==> src/rtl/cam_pixel_assembler.sv <==
// -----------------------------------------------------------------------------
// cam_pixel_assembler
//
// Pixel-capture stage in front of the camera controller. It samples the
// OV-style parallel bus (VSYNC / HREF / 8-bit data) on PCLK, pairs bytes into
// 16-bit RGB565 words, and keeps the byte count within the current line and
// the line count within the current frame.
//
// Parameters:
//   LINE_BYTES      expected bytes per line (2 per pixel)
//   MAX_LINES       saturation value of the line counter (9 bits)
//   FIRST_BYTE_HIGH 1: first byte of a pair -> [15:8]; 0: first byte -> [7:0]
//
// Ports:
//   clk            pixel clock (PCLK), single clock domain
//   reset          synchronous, active-high reset
//   CamVsync       frame sync, high = vertical blank
//   CamHsync       HREF, high = valid line bytes
//   CamData_in     camera byte
//   test_mode      (only with CAM_TEST_PATTERN_EN) replace data by colour bars
//   CamData_out    assembled pixel
//   CamData_enable one-cycle pulse, CamData_out valid
//   CamPix_count   bytes received in the current line, saturates at 2047
//   CamHsync_count lines started in the current frame, saturates at MAX_LINES
//   frame_done     one-cycle pulse at the end of a captured frame
//   line_err       sticky per frame: some line length differed from LINE_BYTES
//   in_frame       high while the FSM is in S_FRAME
//
// Optional feature macro: CAM_TEST_PATTERN_EN (adds test_mode and an
// 8-bar colour pattern generator, 80 pixels per bar).
//
// Handshake: there is no back-pressure. CamData_enable is a valid-only strobe;
// the consumer must take CamData_out in the cycle the strobe is high.
// -----------------------------------------------------------------------------
module cam_pixel_assembler #(
  parameter int unsigned LINE_BYTES      = 1280,
  parameter int unsigned MAX_LINES       = 511,
  parameter int unsigned FIRST_BYTE_HIGH = 1
) (
  input  logic        clk,
  input  logic        reset,
  input  logic        CamVsync,
  input  logic        CamHsync,
  input  logic [7:0]  CamData_in,
`ifdef CAM_TEST_PATTERN_EN
  input  logic        test_mode,
`endif
  output logic [15:0] CamData_out,
  output logic        CamData_enable,
  output logic [10:0] CamPix_count,
  output logic [8:0]  CamHsync_count,
  output logic        frame_done,
  output logic        line_err,
  output logic        in_frame
);

  localparam logic [10:0] LINE_BYTES_C = 11'(LINE_BYTES);
  localparam logic [8:0]  MAX_LINES_C  = 9'(MAX_LINES);
  localparam logic [10:0] PIX_SAT_C    = 11'h7FF;

  typedef enum logic [1:0] {
    S_WAIT_VSYNC = 2'd0,
    S_VBLANK     = 2'd1,
    S_FRAME      = 2'd2
  } state_t;

  // Input stage: one register on every pin plus a delayed copy for edges.
  logic        s_vs_q, s_vs_d;
  logic        s_hs_q, s_hs_d;
  logic [7:0]  s_d_q, s_d_d;
  logic        s_vs_dly_q, s_vs_dly_d;
  logic        s_hs_dly_q, s_hs_dly_d;

  // Capture state.
  state_t      state_q, state_d;
  logic        phase_q, phase_d;
  logic [7:0]  hold_q, hold_d;
  logic [15:0] data_q, data_d;
  logic        en_q, en_d;
  logic [10:0] pix_cnt_q, pix_cnt_d;
  logic [8:0]  line_cnt_q, line_cnt_d;
  logic        frame_done_q, frame_done_d;
  logic        line_err_q, line_err_d;

`ifdef CAM_TEST_PATTERN_EN
  // Bar position: pixel within the current bar (0..79) and bar number (0..7).
  logic [6:0]  bar_px_q, bar_px_d;
  logic [2:0]  bar_idx_q, bar_idx_d;

  function automatic logic [15:0] bar_colour(input logic [2:0] idx);
    logic [15:0] c;
    case (idx)
      3'd0:    c = 16'hFFFF; // white
      3'd1:    c = 16'hFFE0; // yellow
      3'd2:    c = 16'h07FF; // cyan
      3'd3:    c = 16'h07E0; // green
      3'd4:    c = 16'hF81F; // magenta
      3'd5:    c = 16'hF800; // red
      3'd6:    c = 16'h001F; // blue
      default: c = 16'h0000; // black
    endcase
    return c;
  endfunction
`endif

  // Edge detects on the registered syncs.
  logic vs_rise, vs_fall, hs_rise, hs_fall;
  assign vs_rise = s_vs_q & ~s_vs_dly_q;
  assign vs_fall = ~s_vs_q & s_vs_dly_q;
  assign hs_rise = s_hs_q & ~s_hs_dly_q;
  assign hs_fall = ~s_hs_q & s_hs_dly_q;

  // Counter and phase as seen by the byte of this cycle: a line start
  // restarts both before the first byte is counted.
  logic [10:0] base_cnt;
  logic        base_phase;
  logic [15:0] cam_word;

  always_comb begin
    // Input stage
    s_vs_d     = CamVsync;
    s_hs_d     = CamHsync;
    s_d_d      = CamData_in;
    s_vs_dly_d = s_vs_q;
    s_hs_dly_d = s_hs_q;

    // Defaults: hold everything, strobes low
    state_d      = state_q;
    phase_d      = phase_q;
    hold_d       = hold_q;
    data_d       = data_q;
    en_d         = 1'b0;
    pix_cnt_d    = pix_cnt_q;
    line_cnt_d   = line_cnt_q;
    frame_done_d = 1'b0;
    line_err_d   = line_err_q;
    base_cnt     = pix_cnt_q;
    base_phase   = phase_q;
`ifdef CAM_TEST_PATTERN_EN
    bar_px_d     = bar_px_q;
    bar_idx_d    = bar_idx_q;
`endif

    if (FIRST_BYTE_HIGH != 0) begin
      cam_word = {hold_q, s_d_q};
    end else begin
      cam_word = {s_d_q, hold_q};
    end

    case (state_q)
      S_WAIT_VSYNC: begin
        // Wait for a blank so the first captured frame is complete.
        if (s_vs_q) begin
          state_d = S_VBLANK;
        end
      end

      S_VBLANK: begin
        pix_cnt_d  = '0;
        line_cnt_d = '0;
        line_err_d = 1'b0;
        phase_d    = 1'b0;
`ifdef CAM_TEST_PATTERN_EN
        bar_px_d   = '0;
        bar_idx_d  = '0;
`endif
        if (vs_fall) begin
          state_d = S_FRAME;
        end
      end

      S_FRAME: begin
        if (vs_rise) begin
          // End of frame takes priority over anything on HREF this cycle.
          frame_done_d = 1'b1;
          state_d      = S_VBLANK;
        end else begin
          if (hs_fall && (pix_cnt_q != LINE_BYTES_C)) begin
            line_err_d = 1'b1;
          end

          if (s_hs_q) begin
            if (hs_rise) begin
              base_cnt   = '0;
              base_phase = 1'b0;
              if (line_cnt_q < MAX_LINES_C) begin
                line_cnt_d = line_cnt_q + 9'd1;
              end
`ifdef CAM_TEST_PATTERN_EN
              bar_px_d  = '0;
              bar_idx_d = '0;
`endif
            end

            pix_cnt_d = (base_cnt == PIX_SAT_C) ? base_cnt : base_cnt + 11'd1;
            phase_d   = ~base_phase;

            if (!base_phase) begin
              hold_d = s_d_q;
            end else if (base_cnt < LINE_BYTES_C) begin
              // Second byte of a pair inside the nominal line length.
              en_d   = 1'b1;
              data_d = cam_word;
`ifdef CAM_TEST_PATTERN_EN
              if (test_mode) begin
                data_d = bar_colour(bar_idx_q);
              end
              if (bar_px_q == 7'd79) begin
                bar_px_d = '0;
                if (bar_idx_q != 3'd7) begin
                  bar_idx_d = bar_idx_q + 3'd1;
                end
              end else begin
                bar_px_d = bar_px_q + 7'd1;
              end
`endif
            end
          end
        end
      end

      default: begin
        state_d = S_WAIT_VSYNC;
      end
    endcase
  end

  always_ff @(posedge clk) begin
    if (reset) begin
      s_vs_q       <= 1'b0;
      s_hs_q       <= 1'b0;
      s_d_q        <= '0;
      s_vs_dly_q   <= 1'b0;
      s_hs_dly_q   <= 1'b0;
      state_q      <= S_WAIT_VSYNC;
      phase_q      <= 1'b0;
      hold_q       <= '0;
      data_q       <= '0;
      en_q         <= 1'b0;
      pix_cnt_q    <= '0;
      line_cnt_q   <= '0;
      frame_done_q <= 1'b0;
      line_err_q   <= 1'b0;
`ifdef CAM_TEST_PATTERN_EN
      bar_px_q     <= '0;
      bar_idx_q    <= '0;
`endif
    end else begin
      s_vs_q       <= s_vs_d;
      s_hs_q       <= s_hs_d;
      s_d_q        <= s_d_d;
      s_vs_dly_q   <= s_vs_dly_d;
      s_hs_dly_q   <= s_hs_dly_d;
      state_q      <= state_d;
      phase_q      <= phase_d;
      hold_q       <= hold_d;
      data_q       <= data_d;
      en_q         <= en_d;
      pix_cnt_q    <= pix_cnt_d;
      line_cnt_q   <= line_cnt_d;
      frame_done_q <= frame_done_d;
      line_err_q   <= line_err_d;
`ifdef CAM_TEST_PATTERN_EN
      bar_px_q     <= bar_px_d;
      bar_idx_q    <= bar_idx_d;
`endif
    end
  end

  assign CamData_out    = data_q;
  assign CamData_enable = en_q;
  assign CamPix_count   = pix_cnt_q;
  assign CamHsync_count = line_cnt_q;
  assign frame_done     = frame_done_q;
  assign line_err       = line_err_q;
  assign in_frame       = (state_q == S_FRAME);

endmodule

==> config.mk <==
export PLATFORM = sky130hd
export DESIGN_NAME = cam_pixel_assembler
export DESIGN_NICKNAME = d
export VERILOG_FILES = /design/src/rtl/cam_pixel_assembler.sv
export SDC_FILE = /design/constraint.sdc
export NUM_CORES = 1
export LEC_CHECK = 0
export CAP_MARGIN = 40
export CORE_ASPECT_RATIO = 0.9
export CORE_MARGIN = 2
export CORE_UTILIZATION = 45
export CTS_BUF_LIST = sky130_fd_sc_hd__clkbuf_4 sky130_fd_sc_hd__clkbuf_8 sky130_fd_sc_hd__clkbuf_16
export DETAILED_ROUTE_END_ITERATION = 10
export PLACE_DENSITY = 0.76
export SETUP_SLACK_MARGIN = 0.5
export SLEW_MARGIN = 15
export SYNTH_ARGS = -nofsm -noshare
export SYNTH_HDL_FRONTEND = slang
export SYNTH_SLANG_ARGS = --single-unit
==> constraint.sdc <==
create_clock -name clk -period 2.3 [get_ports clk]
set_input_delay 0.23 -clock clk [delete_from_list [all_inputs] [get_ports clk]]
set_output_delay 0.23 -clock clk [all_outputs]
set_load 0.005 [all_outputs]
Word level (Yosys, flattened, before mapping)

Cells that the tools add are included.
W data, S select, Z words.

Register bits after elaboration: 62
Input bits: 12
Logic and storage cells: 81

Add/sub/neg operators: 2
Order comparisons: 2
Equal/unequal tests: 12
Muxes and demuxes: 29
Bitwise operators: 11
Reduce and logical (&&, ||, !) cells: 11

Operator list:

| operator                | number |
|---|---|
| $mux W11                | 7 |
| $mux W9                 | 4 |
| $pmux W11 S2            | 1 |
| $pmux W9 S2             | 1 |
| $add A11 B1 Y11 const B | 1 |
| $eq A11 B11 Y1 const B  | 1 |
| $lt A11 B11 Y1 const B  | 1 |
| $ne A11 B11 Y1 const B  | 1 |
| $mux W1                 | 10 |
| $ne A2 B1 Y1 const B    | 5 |
| $reduce_and A5 Y1       | 2 |
| $add A9 B1 Y9 const B   | 1 |
| $lt A9 B9 Y1 const B    | 1 |
| $reduce_and A3 Y1       | 3 |
| $not A1 Y1              | 7 |
| $mux W2                 | 3 |
| $ne A2 B2 Y1 const B    | 3 |
| $pmux W2 S3             | 1 |
| $reduce_or A5 Y1        | 1 |
| $and A1 B1 Y1           | 4 |
| $pmux W1 S2             | 2 |
| $reduce_and A4 Y1       | 1 |
| $eq A2 B1 Y1 const B    | 1 |
| $eq A2 B2 Y1 const B    | 1 |
| 4 further kinds         | 4 |

Depth between registers and ports, before layout

Depth after elaboration: 11
Mapped depth: 9

Worst setup path before layout

Ideal clock, no wire load.

Path type: register -> register
Start: register s_hs_q, in the netlist s_hs_dly_d
End: register pix_cnt_q[5], in the netlist CamPix_count[5]
Setup time: 0.117 ns
Arrival: 1.902 ns
Path slack: 0.282 ns
Stages on the path, launching flop included: 10
Period minus slack after synthesis: 2.018 ns
Cells stage by stage: dfxtp_1 > nand2b_1 > buf_2 > and2_1 > ha_1 > nand3_2 > nor4_2 > nor3_1 > xnor2_1 > a22o_1

Word-level cells in the longest chain between the ends: 10
Elaborated cells between the ends (all ways): 13
Classes of those cells: add/sub (1); eq/ne (2); mux (8); bitwise (1); reduce/logical (1)

Ends and longest elaborated chain:

| item                                                     | RTL line | source |
|---|---|---|
| start, declared                                          | 69       | `logic s_hs_q, s_hs_d;` |
| start signal, assigned                                   | 250      | `s_hs_q <= s_hs_d;` |
| $and A1 B1 Y1                                            | 110      | `assign hs_rise = s_hs_q & ~s_hs_dly_q;` |
| $mux W11                                                 | 183      | `if (hs_rise) begin` |
| $mux W11                                                 | 182      | `if (s_hs_q) begin` |
| $mux W11                                                 | 173      | `if (vs_rise) begin` |
| $mux W11                                                 | 150      | `case (state_q)` |
| $add A11 B1 Y11 / $eq A11 B11 Y1 (equally long branches) | 195      | `pix_cnt_d = (base_cnt == PIX_SAT_C) ? base_cnt : base_cnt + 11'd1;` |
| $mux W11                                                 | 195      |  |
| $mux W11                                                 | 182      |  |
| $mux W11                                                 | 173      |  |
| $pmux W11 S2                                             | 150      |  |
| end signal, assigned                                     | 259      | `pix_cnt_q <= pix_cnt_d;` |
| end, declared                                            | 80       | `logic [10:0] pix_cnt_q, pix_cnt_d;` |

Parallel ways exist; a longest one is shown, timed or not. The select of a mux whose other input is x is not followed.
A chain may end at the register's enable or synchronous reset.

Worst setup path in the final report

Start: register s_hs_dly_q
End: register pix_cnt_q[5], in the netlist CamPix_count[5]

Word-level cells in the longest chain between the ends: 11
Elaborated cells between the ends (all ways): 12
Classes of those cells: add/sub (1); eq/ne (1); mux (8); bitwise (2)

Ends and longest elaborated chain:

| item                                                     | RTL line | source |
|---|---|---|
| start, declared                                          | 72       | `logic s_hs_dly_q, s_hs_dly_d;` |
| start signal, assigned                                   | 253      | `s_hs_dly_q <= s_hs_dly_d;` |
| $not A1 Y1 (*)                                           | 110      |  |
| $and A1 B1 Y1 (*)                                        | 110      |  |
| $mux W11 (*)                                             | 183      |  |
| $mux W11 (*)                                             | 182      |  |
| $mux W11 (*)                                             | 173      |  |
| $mux W11 (*)                                             | 150      |  |
| $add A11 B1 Y11 / $eq A11 B11 Y1 (equally long branches) | 195      |  |
| $mux W11 (*)                                             | 195      |  |
| $mux W11 (*)                                             | 182      |  |
| $mux W11 (*)                                             | 173      |  |
| $pmux W11 S2 (*)                                         | 150      |  |

Every way passes the cells marked *; elsewhere a longest branch is shown, timed or not. The select of a mux whose other input is x is not followed.

==> qor.yml <==
status: "finished clean"
ant_nets: 0
antenna_found_initial: 0
cts-root-buf: "clkbuf_8"
drc: 0
fp-row-count: 26
place_congestion: 0.869
clk_pin_slew_ps: 70
setup_viol: 0
tightest_slew_ps: 485
rsz0062_at_grt: "true"
final_cell_mix: "dfxtp_1, clkdlybuf4s50_1, nor2_1, mux2i_1"
overflow: 0
avgSynthCellArea_um2: 9.40
seqCellArea_mm2: 0.00125
final_hold_viol_count: 0
fp.dieW_um: 85.9
multi_input_area_mm2: 0.00151
h-tree-depth: 3
crit_type: "reg -> reg"
fp.dieH_um: 77.7
avgViaCountPerCell: 5.40
fin_util_pct: 64.7
worst-path-buf-inv: 0
synth_cells: 289
netlist.area_leader.share_pct: 45.7
power_density_mw_per_mm2: 687
max_freq_ghz: 0.543
min_path_type: "in -> reg"
cp.required_ps: 2540
fin_crit_sh_pct: 80.0
crit_family: "simple AND/OR/NAND/NOR gates"
grt_pass1_wl_um: 10200
syn_nets: 308
dpl_cell_area_mm2: 0.00334
diodes: 0
core_mm2: 0.00576
crit_fanout: 5
initial_core_util_pct: 47.2
syn-cell-area_mm2: 0.00272
cp-start-kind: "flip-flop"
grt_max_degree: 37
crit_chain: "nand2b_4 > and2_4 > ha_4 > nand3_4 > nor4_4 > nor3_2 > xnor2_1 > a22o_1"
slowest_stage: "nor4_4"
final_layout_size_suffix_gt1_share_pct: 19.7
yosysUniqueCellTypes: 54
slew_headroom_pct: 67.2
ctsHoldBuffers: 0
vias: 2348
cts.sinks: 62
fin_area_mm2: 0.00372
drv_cap: 0
finalSetupTns_ps: 0
syn2layout_area_growth_pct: 37.0
layout_commonest_cell: "dfxtp_1"
n_fill_cell: 458
leakage_nw: 1.54
min_period_ps: 1840
synth-edff-count: 0
insertion_delay_ps: 340
die_area_mm2: 0.00668
finalMaxSlewViolations: 0
grt_use_total_pct: 19.2
synth_seq_area_share_pct: 45.7
io_pins: 52
async_flop_share_pct: 0
dp.final_hpwl_um: 4120
final_nets: 379
ir_worst_vdd_mv: 0.500
synth_top_area_cell: "dfxtp_1"
ys_warn_count: 0
firstDrtPassIters: 4
portBuffers: 51
drt-total-wl_um: 6520
cts_tree: "done"
cts_buffers: 9
cpPeakStageDelay_ps: 420
synth_seq_cells: 62
arrival_ps: 2080
grt_pass1_vias: 2174
synth-main-ff-cell: "dfxtp_1"
finClkSkew_ps: 5.84
cp-end-kind: "flip-flop"
ys_top_cells_by_area: "dfxtp_1, mux2i_1, nor2_1, ha_1, nor2b_1"
wl_per_cell_um: 15.0
clk_path_buf_depth: 2
drt-initial-drc-count: 210
-- worst paths after layout --
kind                       from  slack, ps  depth (start not counted)              end
setup / recovery     s_hs_dly_q        460                          8  CamPix_count[5]
hold / removal    CamData_in[6]        430                          2         s_d_q[6]
setup reg to reg     s_hs_dly_q        460                          8  CamPix_count[5]
hold reg to reg        line_err        470                          2         line_err
-- state kept, by name, indices dropped and copies added (netlist names), 2 cells and up --
name            count
hold_q              8
CamHsync_count      9
state_q             2
s_d_q               8
CamPix_count       11
CamData_out        16
-- where the power goes --
group	internal [W]	switching, W
combinational	0.000261	0.000310
clock	0.000391	0.000446
sequential	0.00111	0.0000381
-- through the flow --
step                std cells  hold slack [ps]  worst slack (ps)  power (W)
detailed placement        405              453               344    0.00159
global placement          405              451               453    0.00158
global route              435              427               396    0.00269
finish                    435              432               460    0.00256
CTS                       424              420               502    0.00251
floorplan                 289              358               501    0.00146
-- synthesized netlist by cell type (all sizes together) (2+ instances only) --
| cell type | instances |
|---|---|
| a211oi | 5 |
| a21oi | 12 |
| a22o | 2 |
| a31oi | 4 |
| and2 | 3 |
| and3 | 2 |
| buf | 6 |
| clkbuf | 6 |
| dfxtp | 62 |
| ha | 7 |
| inv | 6 |
| mux2i | 26 |
| nand2 | 22 |
| nand2b | 5 |
| nand3 | 7 |
| nand4 | 8 |
| nor2 | 45 |
| nor2b | 14 |
| nor3 | 6 |
| nor4 | 4 |
| o211ai | 2 |
| o21ai | 11 |
| o31ai | 2 |
| or3 | 2 |
| xnor2 | 4 |
| xor2 | 2 |
-- logic make-up after synthesis --
family	count (synthesis)	synth area share, %
AOI/OAI and AO/OA	47	12.0
and+or+nand+nor	123	24.3
xor gates and xnor gates	6	1.93
buffers and inverters	18	3.27
muxes	26	9.58
DFF	62	45.7
adders and majority gates	7	3.22
-- per-layer routing --
metal / vias up / track usage [%] / wire length (um)
met5: - / 0 / 0
li1: 1164 / - / -
met2: 69 / 29.7 / 3090
met1: 1098 / 25.1 / 2940
met4: 0 / 5.40 / 153
met3: 17 / 7.02 / 341
-- cell type report --
class,instances,share of cell area [%]
multi-input cells,209,40.5
flip-flops and latches,62,33.6
repair buffers,72,18.1
clock buffers,9,3.33
well taps,70,2.35
clock inverters,7,1.38
inverters,6,0.672
-- repair_timing --
item | 4_1_cts | 5_1_grt
setup endpoints to repair | 19 | 13
cloned | 0 | 0
resized for setup | 18 | 12
pin swaps | 1 | 13
setup buffers | 3 | 11
hold endpoints to repair | 0 | 0
-- worst reg2reg max path: stages (launching register included) --
cell and delay, ps:
dfxtp_2 340, nand2b_4 130, and2_4 170, ha_4 170, nand3_4 110, nor4_4 420, nor3_2 90, xnor2_1 130
a22o_1 170
No activity file was read; power rests on OpenSTA's default activity.
